File: src/rtl/dpram_stream_reader.sv
// Streams a run of consecutive words out of one read-only RAM port onto a
// valid/ready interface, covering the RAM's 1-cycle read latency with a 2-entry buffer.
module dpram_stream_reader #(
  parameter int DATA_WIDTH    = 128,
  parameter int ADDRESS_WIDTH = 10
) (
  input  logic                     clk,
  input  logic                     rstn,
  input  logic                     start,
  input  logic [ADDRESS_WIDTH-1:0] base_addr,
  input  logic [ADDRESS_WIDTH:0]   length,
  output logic                     busy,
  output logic                     done,
  output logic                     ram_en,
  output logic [ADDRESS_WIDTH-1:0] ram_addr,
  input  logic [DATA_WIDTH-1:0]    ram_dout,
  output logic                     m_valid,
  input  logic                     m_ready,
  output logic [DATA_WIDTH-1:0]    m_data,
  output logic                     m_last
);

  localparam logic [1:0] ST_IDLE  = 2'd0;
  localparam logic [1:0] ST_RUN   = 2'd1;
  localparam logic [1:0] ST_DRAIN = 2'd2;

  logic [1:0]               state_reg, state_next;
  logic [ADDRESS_WIDTH-1:0] ptr_reg, ptr_next;
  logic [ADDRESS_WIDTH:0]   remain_reg, remain_next;
  logic                     inflight_reg;
  logic                     inflight_last_reg;
  logic                     done_reg;

  logic [1:0]               count_reg;
  logic                     wr_sel_reg;
  logic                     rd_sel_reg;
  logic [DATA_WIDTH-1:0]    buf_data [2];
  logic                     buf_last [2];

  logic                     push;
  logic                     pop;
  logic                     issue;
  logic                     last_issue;
  logic                     drained;
  logic [2:0]               occupancy;

  assign push      = inflight_reg;
  assign pop       = m_valid && m_ready;
  assign occupancy = {1'b0, count_reg} + {2'b00, inflight_reg};
  // A read may go out only if its word is guaranteed a buffer slot when it lands.
  assign issue      = (state_reg == ST_RUN) && (occupancy < (3'd2 + {2'b00, pop}));
  assign last_issue = issue && (remain_reg == (ADDRESS_WIDTH+1)'(1));
  assign drained    = (count_reg == 2'd0) && !inflight_reg;

  always_comb begin
    state_next  = state_reg;
    ptr_next    = ptr_reg;
    remain_next = remain_reg;
    case (state_reg)
      ST_IDLE: begin
        if (start) begin
          ptr_next    = base_addr;
          remain_next = length;
          state_next  = (length == '0) ? ST_DRAIN : ST_RUN;
        end
      end
      ST_RUN: begin
        if (issue) begin
          ptr_next    = ptr_reg + ADDRESS_WIDTH'(1);
          remain_next = remain_reg - (ADDRESS_WIDTH+1)'(1);
          if (last_issue) begin
            state_next = ST_DRAIN;
          end
        end
      end
      ST_DRAIN: begin
        if (drained) begin
          state_next = ST_IDLE;
        end
      end
      default: begin
        state_next = ST_IDLE;
      end
    endcase
  end

  always_ff @(posedge clk or negedge rstn) begin
    if (!rstn) begin
      state_reg         <= ST_IDLE;
      ptr_reg           <= '0;
      remain_reg        <= '0;
      inflight_reg      <= 1'b0;
      inflight_last_reg <= 1'b0;
      done_reg          <= 1'b0;
    end else begin
      state_reg         <= state_next;
      ptr_reg           <= ptr_next;
      remain_reg        <= remain_next;
      inflight_reg      <= issue;
      inflight_last_reg <= last_issue;
      done_reg          <= (state_reg == ST_DRAIN) && drained;
    end
  end

  // Occupancy and ring pointers of the output buffer.
  always_ff @(posedge clk or negedge rstn) begin
    if (!rstn) begin
      count_reg  <= 2'd0;
      wr_sel_reg <= 1'b0;
      rd_sel_reg <= 1'b0;
    end else begin
      case ({push, pop})
        2'b10:   count_reg <= count_reg + 2'd1;
        2'b01:   count_reg <= count_reg - 2'd1;
        default: count_reg <= count_reg;
      endcase
      if (push) begin
        wr_sel_reg <= !wr_sel_reg;
      end
      if (pop) begin
        rd_sel_reg <= !rd_sel_reg;
      end
    end
  end

  // Returning read data is always captured, so the RAM output register never holds state.
  for (genvar gi = 0; gi < 2; gi++) begin : g_entry
    localparam logic ENTRY = (gi == 1);
    always_ff @(posedge clk or negedge rstn) begin
      if (!rstn) begin
        buf_data[gi] <= '0;
        buf_last[gi] <= 1'b0;
      end else if (push && (wr_sel_reg == ENTRY)) begin
        buf_data[gi] <= ram_dout;
        buf_last[gi] <= inflight_last_reg;
      end
    end
  end

  assign busy     = (state_reg != ST_IDLE);
  assign done     = done_reg;
  assign ram_en   = issue;
  assign ram_addr = ptr_reg;
  assign m_valid  = (count_reg != 2'd0);
  assign m_data   = buf_data[rd_sel_reg];
  assign m_last   = buf_last[rd_sel_reg];

endmodule

File: config.mk
export PLATFORM = sky130hd
export DESIGN_NAME = dpram_stream_reader
export DESIGN_NICKNAME = d
export VERILOG_FILES = /design/src/rtl/dpram_stream_reader.sv
export SDC_FILE = /design/constraint.sdc
export NUM_CORES = 1
export LEC_CHECK = 0
export CORE_ASPECT_RATIO = 1.4
export CORE_MARGIN = 4
export CORE_UTILIZATION = 30
export CTS_BUF_LIST = sky130_fd_sc_hd__clkbuf_4 sky130_fd_sc_hd__clkbuf_8
export CTS_CLUSTER_SIZE = 8
export DETAILED_ROUTE_END_ITERATION = 12
export PLACE_DENSITY = 0.51
export SLEW_MARGIN = 20
export SYNTH_ARGS = -nofsm -noshare
export SYNTH_HDL_FRONTEND = slang
export SYNTH_SLANG_ARGS = --single-unit
File: constraint.sdc
create_clock -name clk -period 6.2 [get_ports clk]
set_clock_uncertainty 0.05 [all_clocks]
set_input_delay 0.93 -clock clk [delete_from_list [all_inputs] [get_ports clk]]
set_output_delay 0.93 -clock clk [all_outputs]
set_load 0.02 [all_outputs]
==> flow_summary.yaml <==
placement:
  dpl-instance-area_um2: 16200
  place.detailed.hpwl_um: 22600
  place_congestion: 0.766
  io_buffers: 295
yosys:
  synthDistinctLibCells: 45
  netlist_area_um2: 12700
  yosys_warnings: 0
  avgSynthCellArea_um2: 14.4
  yosysSeqAreaShare_pct: 56.7
  syn_nets: 1041
  synth_top_area_share_pct: 56.7
  netlist_top_cells_count: "mux2_2 (387), dfrtp_1 (288), clkbuf_1 (27), nand2_1 (22)"
  async_flop_share_pct: 100
  synth_seq_cells: 288
  yosysTopAreaCell: "dfrtp_1"
  synth_edf_count: 0
  synth_area_leaders: "dfrtp_1 (57%), mux2_2 (34%), clkbuf_1 (0.80%), a21oi_1 (0.67%), buf_2 (0.67%)"
  synth_flop_cell: "dfrtp_1"
  synth.most_common_cell: "mux2_2"
  synthCells: 882
finish:
  num-nets-final: 1346
  stdcell_area_um2: 17300
  multi_input_comb_area_um2: 5270
  regArea_um2: 7210
  drive_gt1_share_pct: 40.5
  largest_reg_flops: 256
  nFillCells: 3939
  area_growth_pct: 36.0
cts:
  cts_num_sinks: 288
  path_clk_slew_ns: 0.05
  cts_hold_repair.buffers: 0
  cts_tree: "yes"
  cts_max_path_buffers: 3
  cts_resized: 0
  ctsHtreeMaxLevel: 2
  post-cts-setup-buffers: 0
  cts_made_buffers: 50
  clock_latency_ns: 0.58
  root_buffer: "clkbuf_8"
global_route:
  grt_usage_pct: 14.5
  grt.overflow.total: 0
  grt_pass1_vias: 9149
  grt_pass1_wl_um: 53300
  grt_antenna_before_repair: 3
  grt_max_degree: 133
worst_setup_path:
  critPathKind: "reg2out"
  critPathLaunchType: "flip-flop"
  arrival_ns: 3.15
  cp_max_fo: 16
  cp-end-kind: "output pin"
  critPathRequiredTime_ns: 5.22
drt:
  drc: 0
  drt_iter0_drc: 318
  wl_per_cell_um: 19.2
  vias: 8269
  routed_wirelength_um: 34000
  first_pass_iters: 4
  detail_route.vias_per_cell: 4.68
  ant_nets: 0
pwr:
  p_leak_nw: 7.04
  ir_drop_uv: 280
  power.density_nw_per_um2: 631
floorplan:
  die-area_um2: 45700
  start_util_pct: 30.6
  io_pins: 296
  die_h_um: 251
  core-area_um2: 41500
  fp-row-count: 88
  die_w_um: 182
sta:
  tightest_slew_ns: 0.982
  fin_tns_setup_ns: 0
  setup_violations: 0
  finalHoldViolCount: 0
  slew_violations: 0
  min_period_ns: 4.13
  relSlewSlack_pct: 34.5
  final.period_utilization_pct: 66.7
  rsz0062_at_grt: "no"
  fmax_ghz: 0.242
job:
  drv_cap: 0
min_path:
  hold_path_class: "in2async"
outcome:
  status: "finished, final reports clean"
## routing by layer
| layer | vias up | wire (um) | GRT usage [%] |
|---|---|---|---|
| met3 | 61 | 1930 | 3.61 |
| met2 | 220 | 18300 | 26.7 |
| met4 | 0 | 944 | 5.36 |
| met5 | - | 0 | 0 |
| met1 | 4179 | 12800 | 16.2 |
| li1 | 3809 | - | - |
## kinds of logic after synthesis
kind of cell    share of synthesized area (%)
buf+inv                                  1.91
simple gates                             3.31
mux                                      34.4
flops                                    56.7
compound gates                           2.71
fa+ha+maj                               0.591
xor+xnor                                0.345
## path summary, 6_finish.rpt
kind / start / endpoint / slack [ns] / cells past startpoint
max in group asynchronous: rstn / buf_data[147] / 4.52 / 2
max: state_reg[0] / ram_en / 2.07 / 5
max reg2reg: state_reg[0] / remain_reg[5] / 3.40 / 5
min reg2reg: ram_addr[9] / ram_addr[9] / 0.44 / 1
min in group clk: ram_addr[9] / ram_addr[9] / 0.44 / 1
min: rstn / ram_addr[1] / 0.32 / 1
## critical path: stages, from the launching register on
cell and delay, ns:
dfrtp_1 0.73, nand2b_1 0.49, nor2_1 0.33, nand2_1 0.27
inv_1 0.15, clkdlybuf4s50_1 0.61
## cell type report
class	instances	share of cell area [%]
flip-flops and latches	288	41.8
multi-input cells	535	30.5
repair buffers	302	17.6
clock buffers	85	5.90
well taps	540	3.91
inverters	10	0.217
clock inverters	3	0.0869
diodes	3	0.0435
## layout by cell type (no fill, tap or decap), types with 10 or more instances in the layout
| cell | netlist | final |
|---|---|---|
| a21oi_1 | 17 | 17 |
| clkbuf_4 | 0 | 24 |
| clkbuf_8 | 0 | 61 |
| clkdlybuf4s50_1 | 0 | 294 |
| dfrtp_1 | 288 | 287 |
| inv_1 | 10 | 10 |
| mux2_2 | 387 | 387 |
| nand2_1 | 22 | 21 |
| nand3_1 | 11 | 11 |
| nor2_1 | 17 | 15 |
| o21ai_0 | 14 | 14 |
## report_power, final
part	internal (W)	switching, W	total (W)
sequential	0.00285	0.000571	0.00342
clock	0.00102	0.000765	0.00179
combinational	0.00305	0.00263	0.00568
## stage by stage
step	instances	hold slack (ns)	worst slack [ns]	total power, W	utilization (%)
after detailed placement	1675	0.437	2.46	0.00925	39.1
after CTS	1763	0.365	2.02	0.0111	41.6
after floorplan	882	0.411	3.64	0.00695	-
after global placement	1675	0.431	2.50	0.00920	39.1
after global routing	1766	0.406	1.84	0.0116	41.6
final	1766	0.317	2.07	0.0109	41.6
Power figures use the tool's default switching activity.
